[src/rtl/cpu_pkg.sv]
// Shared execute-stage definitions: sequencer op codes, ALU control codes
// and the sequencer state encoding.
package cpu_pkg;

   typedef enum logic [1:0] {
      OP_MUL = 2'd0,
      OP_SHL = 2'd1,
      OP_SHR = 2'd2,
      OP_SAR = 2'd3
   } op_t;

   localparam logic [3:0] ALU_ADD = 4'd0;
   localparam logic [3:0] ALU_SUB = 4'd1;
   localparam logic [3:0] ALU_XOR = 4'd2;
   localparam logic [3:0] ALU_AND = 4'd3;
   localparam logic [3:0] ALU_INC = 4'd4;
   localparam logic [3:0] ALU_DEC = 4'd5;
   localparam logic [3:0] ALU_SHL = 4'd6;
   localparam logic [3:0] ALU_SHR = 4'd7;
   localparam logic [3:0] ALU_SAR = 4'd8;

   typedef enum logic [2:0] {
      ST_IDLE  = 3'd0,
      ST_SHIFT = 3'd1,
      ST_MADD  = 3'd2,
      ST_MDBL  = 3'd3,
      ST_DONE  = 3'd4
   } seq_state_t;

endpackage

[src/rtl/alu.sv]
// 16-bit single-step ALU: one arithmetic, logic or one-position shift per cycle.
module alu
   import cpu_pkg::*;
(
   input  logic [15:0] a,
   input  logic [15:0] b,
   input  logic [3:0]  control,
   output logic [15:0] y,
   output logic        zero,
   output logic        sign
);

   always_comb begin
      y = 16'h0000;
      case (control)
         ALU_ADD: y = a + b;
         ALU_SUB: y = a - b;
         ALU_XOR: y = a ^ b;
         ALU_AND: y = a & b;
         ALU_INC: y = a + 16'd1;
         ALU_DEC: y = a - 16'd1;
         ALU_SHL: y = {a[14:0], 1'b0};
         ALU_SHR: y = {1'b0, a[15:1]};
         ALU_SAR: y = {a[15], a[15:1]};
         default: y = 16'h0000;
      endcase
   end

   assign zero = (y == 16'h0000);
   assign sign = y[15];

endmodule

[src/rtl/alu_seq.sv]
// Multi-cycle sequencer around the single-step ALU: shift-and-add multiply
// (low 16 bits) and 0-15 position shifts built from one-bit ALU shifts.
module alu_seq
   import cpu_pkg::*;
(
   input  logic        clk,
   input  logic        reset,
   input  logic        start,
   input  logic [1:0]  op,
   input  logic [15:0] a,
   input  logic [15:0] b,
   output logic        busy,
   output logic        done,
   output logic [15:0] y,
   output logic        zero,
   output logic        sign
);

   seq_state_t  st;
   op_t         opr;
   logic [15:0] acc;
   logic [15:0] m;
   logic [15:0] n;
   logic [3:0]  cnt;

   logic [15:0] alu_a;
   logic [15:0] alu_b;
   logic [3:0]  alu_ctl;
   logic [15:0] alu_y;
   logic        alu_zero;
   logic        alu_sign;
   logic        unused_alu_flags;

   // Operand/control mux; idle states park the ALU on ADD 0+0.
   always_comb begin
      alu_a   = 16'h0000;
      alu_b   = 16'h0000;
      alu_ctl = ALU_ADD;
      case (st)
         ST_SHIFT: begin
            alu_a = acc;
            case (opr)
               OP_SHL:  alu_ctl = ALU_SHL;
               OP_SHR:  alu_ctl = ALU_SHR;
               OP_SAR:  alu_ctl = ALU_SAR;
               default: alu_ctl = ALU_ADD;
            endcase
         end
         ST_MADD: begin
            alu_a = acc;
            alu_b = m;
         end
         ST_MDBL: begin
            alu_a   = m;
            alu_ctl = ALU_SHL;
         end
         default: ;
      endcase
   end

   alu u_alu (
      .a       (alu_a),
      .b       (alu_b),
      .control (alu_ctl),
      .y       (alu_y),
      .zero    (alu_zero),
      .sign    (alu_sign)
   );

   assign unused_alu_flags = alu_zero ^ alu_sign;

   // y is loaded only on the edge that enters DONE, with the final acc value.
   always_ff @(posedge clk or posedge reset) begin
      if (reset) begin
         st   <= ST_IDLE;
         opr  <= OP_MUL;
         acc  <= 16'h0000;
         m    <= 16'h0000;
         n    <= 16'h0000;
         cnt  <= 4'd0;
         y    <= 16'h0000;
         busy <= 1'b0;
         done <= 1'b0;
      end else begin
         done <= 1'b0;
         case (st)
            ST_IDLE: begin
               if (start) begin
                  opr  <= op_t'(op);
                  busy <= 1'b1;
                  if (op_t'(op) == OP_MUL) begin
                     acc <= 16'h0000;
                     m   <= a;
                     n   <= b;
                     if (b != 16'h0000) begin
                        st <= ST_MADD;
                     end else begin
                        st   <= ST_DONE;
                        y    <= 16'h0000;
                        done <= 1'b1;
                     end
                  end else begin
                     acc <= a;
                     cnt <= b[3:0];
                     if (b[3:0] != 4'd0) begin
                        st <= ST_SHIFT;
                     end else begin
                        st   <= ST_DONE;
                        y    <= a;
                        done <= 1'b1;
                     end
                  end
               end
            end
            ST_SHIFT: begin
               acc <= alu_y;
               cnt <= cnt - 4'd1;
               if (cnt == 4'd1) begin
                  st   <= ST_DONE;
                  y    <= alu_y;
                  done <= 1'b1;
               end
            end
            ST_MADD: begin
               if (n[0]) acc <= alu_y;
               st <= ST_MDBL;
            end
            ST_MDBL: begin
               m <= alu_y;
               n <= n >> 1;
               if (n[15:1] == 15'd0) begin
                  st   <= ST_DONE;
                  y    <= acc;
                  done <= 1'b1;
               end else begin
                  st <= ST_MADD;
               end
            end
            ST_DONE: begin
               st   <= ST_IDLE;
               busy <= 1'b0;
            end
            default: begin
               st   <= ST_IDLE;
               busy <= 1'b0;
            end
         endcase
      end
   end

   assign zero = (y == 16'h0000);
   assign sign = y[15];

endmodule

[config.mk]
export PLATFORM = sky130hd
export DESIGN_NAME = alu_seq
export DESIGN_NICKNAME = d
export VERILOG_FILES = /design/src/rtl/cpu_pkg.sv /design/src/rtl/alu.sv /design/src/rtl/alu_seq.sv
export SDC_FILE = /design/constraint.sdc
export NUM_CORES = 1
export LEC_CHECK = 0
export ABC_AREA = 0
export CAP_MARGIN = 20
export CORE_ASPECT_RATIO = 1.25
export CORE_MARGIN = 2
export CORE_UTILIZATION = 62
export DETAILED_ROUTE_END_ITERATION = 8
export MAX_ROUTING_LAYER = met4
export PLACE_DENSITY = 0.9
export SETUP_SLACK_MARGIN = 0.02
export SLEW_MARGIN = 20
export SYNTH_ARGS = -nofsm -noshare
export SYNTH_HDL_FRONTEND = slang
export SYNTH_SLANG_ARGS = --single-unit
[constraint.sdc]
create_clock -name clk -period 6 [get_ports clk]
set_input_delay 1.2 -clock clk [delete_from_list [all_inputs] [get_ports clk]]
set_output_delay 1.2 -clock clk [all_outputs]
set_load 0.03 [all_outputs]
==> results.tsv <==
metric	value	unit
status	finished clean	
final setup TNS	0	ns
Synth cell types	67	
Num CTS Buffers	9	
Diodes inserted	0	
crit-path most repeated cell	o21ai_0	
Syn Nets	732	
critical path's top delay family	compound AO/OA/AOI/OAI gates	
Main synth FF type	dfrtp_1	
via count	5846	
Hold/Removal Path Class	reg -> reg	
cts hold-fix bufs	0	
Crit Path Category	reg -> reg	
met1 wire length	6740	um
vias in the first global route	5477	
Die Height	109	um
initial antenna violation count	0	
Met2 Wirelength	8540	um
slew margin rel.	34.2	%
DRT Pass-1 Iters	8	
Slowest-stage cell, CP	dfrtp_1	
synthesis-to-layout area growth	15.1	%
DR WL/cell	21.8	um
die width	88.2	um
Setup-failing EPs final	0	
Port Buf Inserts	56	
Yosys reg bits	75	
core area	0.00865	mm^2
Total Routing Usage GR	40.0	%
first-pass GRT wire length	28600	um
post-synthesis sequential area ratio	34.1	%
Setup Skew	0.0125	ns
Remaining DRCs	0	
total gr overflow	0	
worst path cell trace	inv_1, nor3_1, buf_4, nand2_1, ha_1, o21ai_0, nand2_1, xnor2_1, ha_1, o21ai_0, or3b_1, a31oi_2, nor3b_1, o311ai_1, a222oi_1, o21ai_0	
fraction of layout cells with a size suffix above 1	6.61	%
postcts setup bufs	0	
Top Ports	57	
post_cts resized	0	
max cap viols	0	
Die ar.	0.00964	mm^2
Post-DRT Antenna Nets	0	
gpl congestion	1.01	
worst-skew pair later-pin latency	0.37	ns
min-delay src	n[7]	
final hold viol count	0	
EDFF count, synth	0	
dpl hpwl	12800	um
CP Max Fanout	22	
Cell Area, Synth	0.00550	mm^2
ratio of final minimum period to clock period	78.3	%
async set-reset flop share out of synthesis	100	%
reg2reg setup slack	1.30	ns
First DRT Iteration DRCs	668	
Cells after Synth	674	
RSZ-0062 raised after global routing	no	
critical path arrival	4.98	ns
CP Launch Point	st[1]	
Starting Density	63.5	%
CP required	6.28	ns
top sig layer	met4	
Fmax	213	MHz
Clock Sinks	75	
Tmin final	4.70	ns
crit end category	flop	
Clock Tree Root	clkbuf_8	
Largest stage delay, worst path	0.84	ns
Critical Path Start Type	flop	
drt total wl	18100	um
FP Rows	38	
wire length on met3	1790	um
Buffers & Inverters on Critical Path	2	
CTS tree	built	
Max Transition Viols Final	0	
Avg Inst Size Synth	8.16	um^2
Final nets	764	
Via density	7.03	
Max Root-Sink Buffers	2	
r2r startpoint	st[1]	
htree depth	3	
largest net degree at the start of global routing	76	
Reg clk slew, reported paths	0.08	ns
Yosys warnings	0	
worst slew pin tran	0.986	ns
==> cell families (layout without fill, tap and decap cells) <==
| group | after synthesis | in the layout | synth area share [%] |
|---|---|---|---|
| simple gates | 263 | 263 | 22.8 |
| fa+ha+maj | 21 | 21 | 4.92 |
| mux | 30 | 30 | 5.55 |
| xor+xnor | 15 | 15 | 2.39 |
| compound gates | 211 | 211 | 25.4 |
| buf+inv | 59 | 96 | 4.82 |
| flops | 75 | 75 | 34.1 |
==> path summary, 6_finish.rpt <==
path	cells after the start	to
worst max-delay path	16	y[13]
worst min-delay path	2	n[6]
worst max register to register	16	y[13]
worst min register to register	2	n[6]
max in group asynchronous	3	n[8]
min in group asynchronous	3	st[2]
==> cells in the mapped netlist (5+ instances only) <==
| cell type | instances | area, um^2 |
|---|---|---|
| a21oi_1 | 43 | 215 |
| nor2_1 | 65 | 244 |
| o211ai_1 | 6 | 45.0 |
| ha_1 | 20 | 250 |
| nand3_1 | 20 | 100 |
| and3_1 | 10 | 62.6 |
| dfrtp_1 | 75 | 1880 |
| xnor2_1 | 8 | 70.1 |
| or3_1 | 7 | 43.8 |
| nor4_1 | 14 | 87.6 |
| a31oi_1 | 20 | 125 |
| mux2i_1 | 26 | 260 |
| clkbuf_1 | 28 | 105 |
| inv_1 | 11 | 41.3 |
| nor3_1 | 16 | 80.1 |
| a222oi_1 | 8 | 80.1 |
| o21a_1 | 5 | 37.5 |
| xor2_1 | 7 | 61.3 |
| nand2_1 | 97 | 364 |
| nor2b_1 | 6 | 37.5 |
| o21ai_0 | 55 | 275 |
| buf_2 | 14 | 70.1 |
| a22oi_1 | 32 | 240 |
==> layout by cell type, fill, tap and decap left out, drive strengths merged, types with 5 or more instances in the layout <==
cell,synthesis,layout
mux2i,26,26
clkdlybuf4s50,0,56
xnor2,8,8
a21oi,43,43
and3,10,10
nand3,20,20
or3,7,7
o211ai,7,7
o21ai,55,55
nor2,65,65
nor2b,6,6
clkbuf,28,10
inv,12,12
dfrtp,75,75
a31oi,21,21
o21a,5,5
nand2,97,97
xor2,7,7
ha,20,20
nor4,14,14
nor3,16,16
a222oi,8,8
a221oi,5,5
a22oi,32,32
buf,19,12
==> through the flow <==
stage          hold WS, ns  cell area, um^2  setup slack, ns  cells  util [%]
3_5_place_dp         0.492             6090             1.45    815      70.3
6_report             0.526             6330             1.30    831      73.1
4_1_cts              0.521             6330             1.40    831      73.1
3_3_place_gp         0.490             6080             1.62    815      70.3
2_1_floorplan        0.471             5500             1.93    674         -
5_1_grt              0.541             6330             1.02    831      73.1
==> registers in the layout, indices dropped and copies added, names as in the netlist <==
name / cells
n: 16
cnt: 4
st: 3
opr: 2
done: 1
y: 16
m: 16
acc: 16
busy: 1
==> layout make-up <==
class / instances / area [um^2]
sequential: 75 / 1880
fill: 672 / 2330
multi-input combinational: 540 / 3360
inverter: 12 / 45.0
timing repair buffer: 68 / 651
tap: 120 / 150
clock inverter: 6 / 114
clock buffer: 10 / 128
==> layer usage <==
metal | vias to the layer above | global-route usage [%]
met2 | 430 | 62.3
met5 | - | -
met1 | 2754 | 48.9
met3 | 108 | 7.72
met4 | 0 | 21.8
li1 | 2554 | -
==> worst register-to-register path: stages, from the launching register on <==
cell and delay (ns):
dfrtp_1 0.84, inv_1 0.35, nor3_1 0.28, buf_4 0.26, nand2_1 0.10, ha_1 0.23, o21ai_0 0.08, nand2_1 0.16
xnor2_1 0.17, ha_1 0.37, o21ai_0 0.14, or3b_1 0.38, a31oi_2 0.33, nor3b_1 0.10, o311ai_1 0.53, a222oi_1 0.13
o21ai_0 0.18
Power is left out: the tool's default activity adds up to more than one toggle a clock period on the data nets, which glitch-free logic cannot reach.
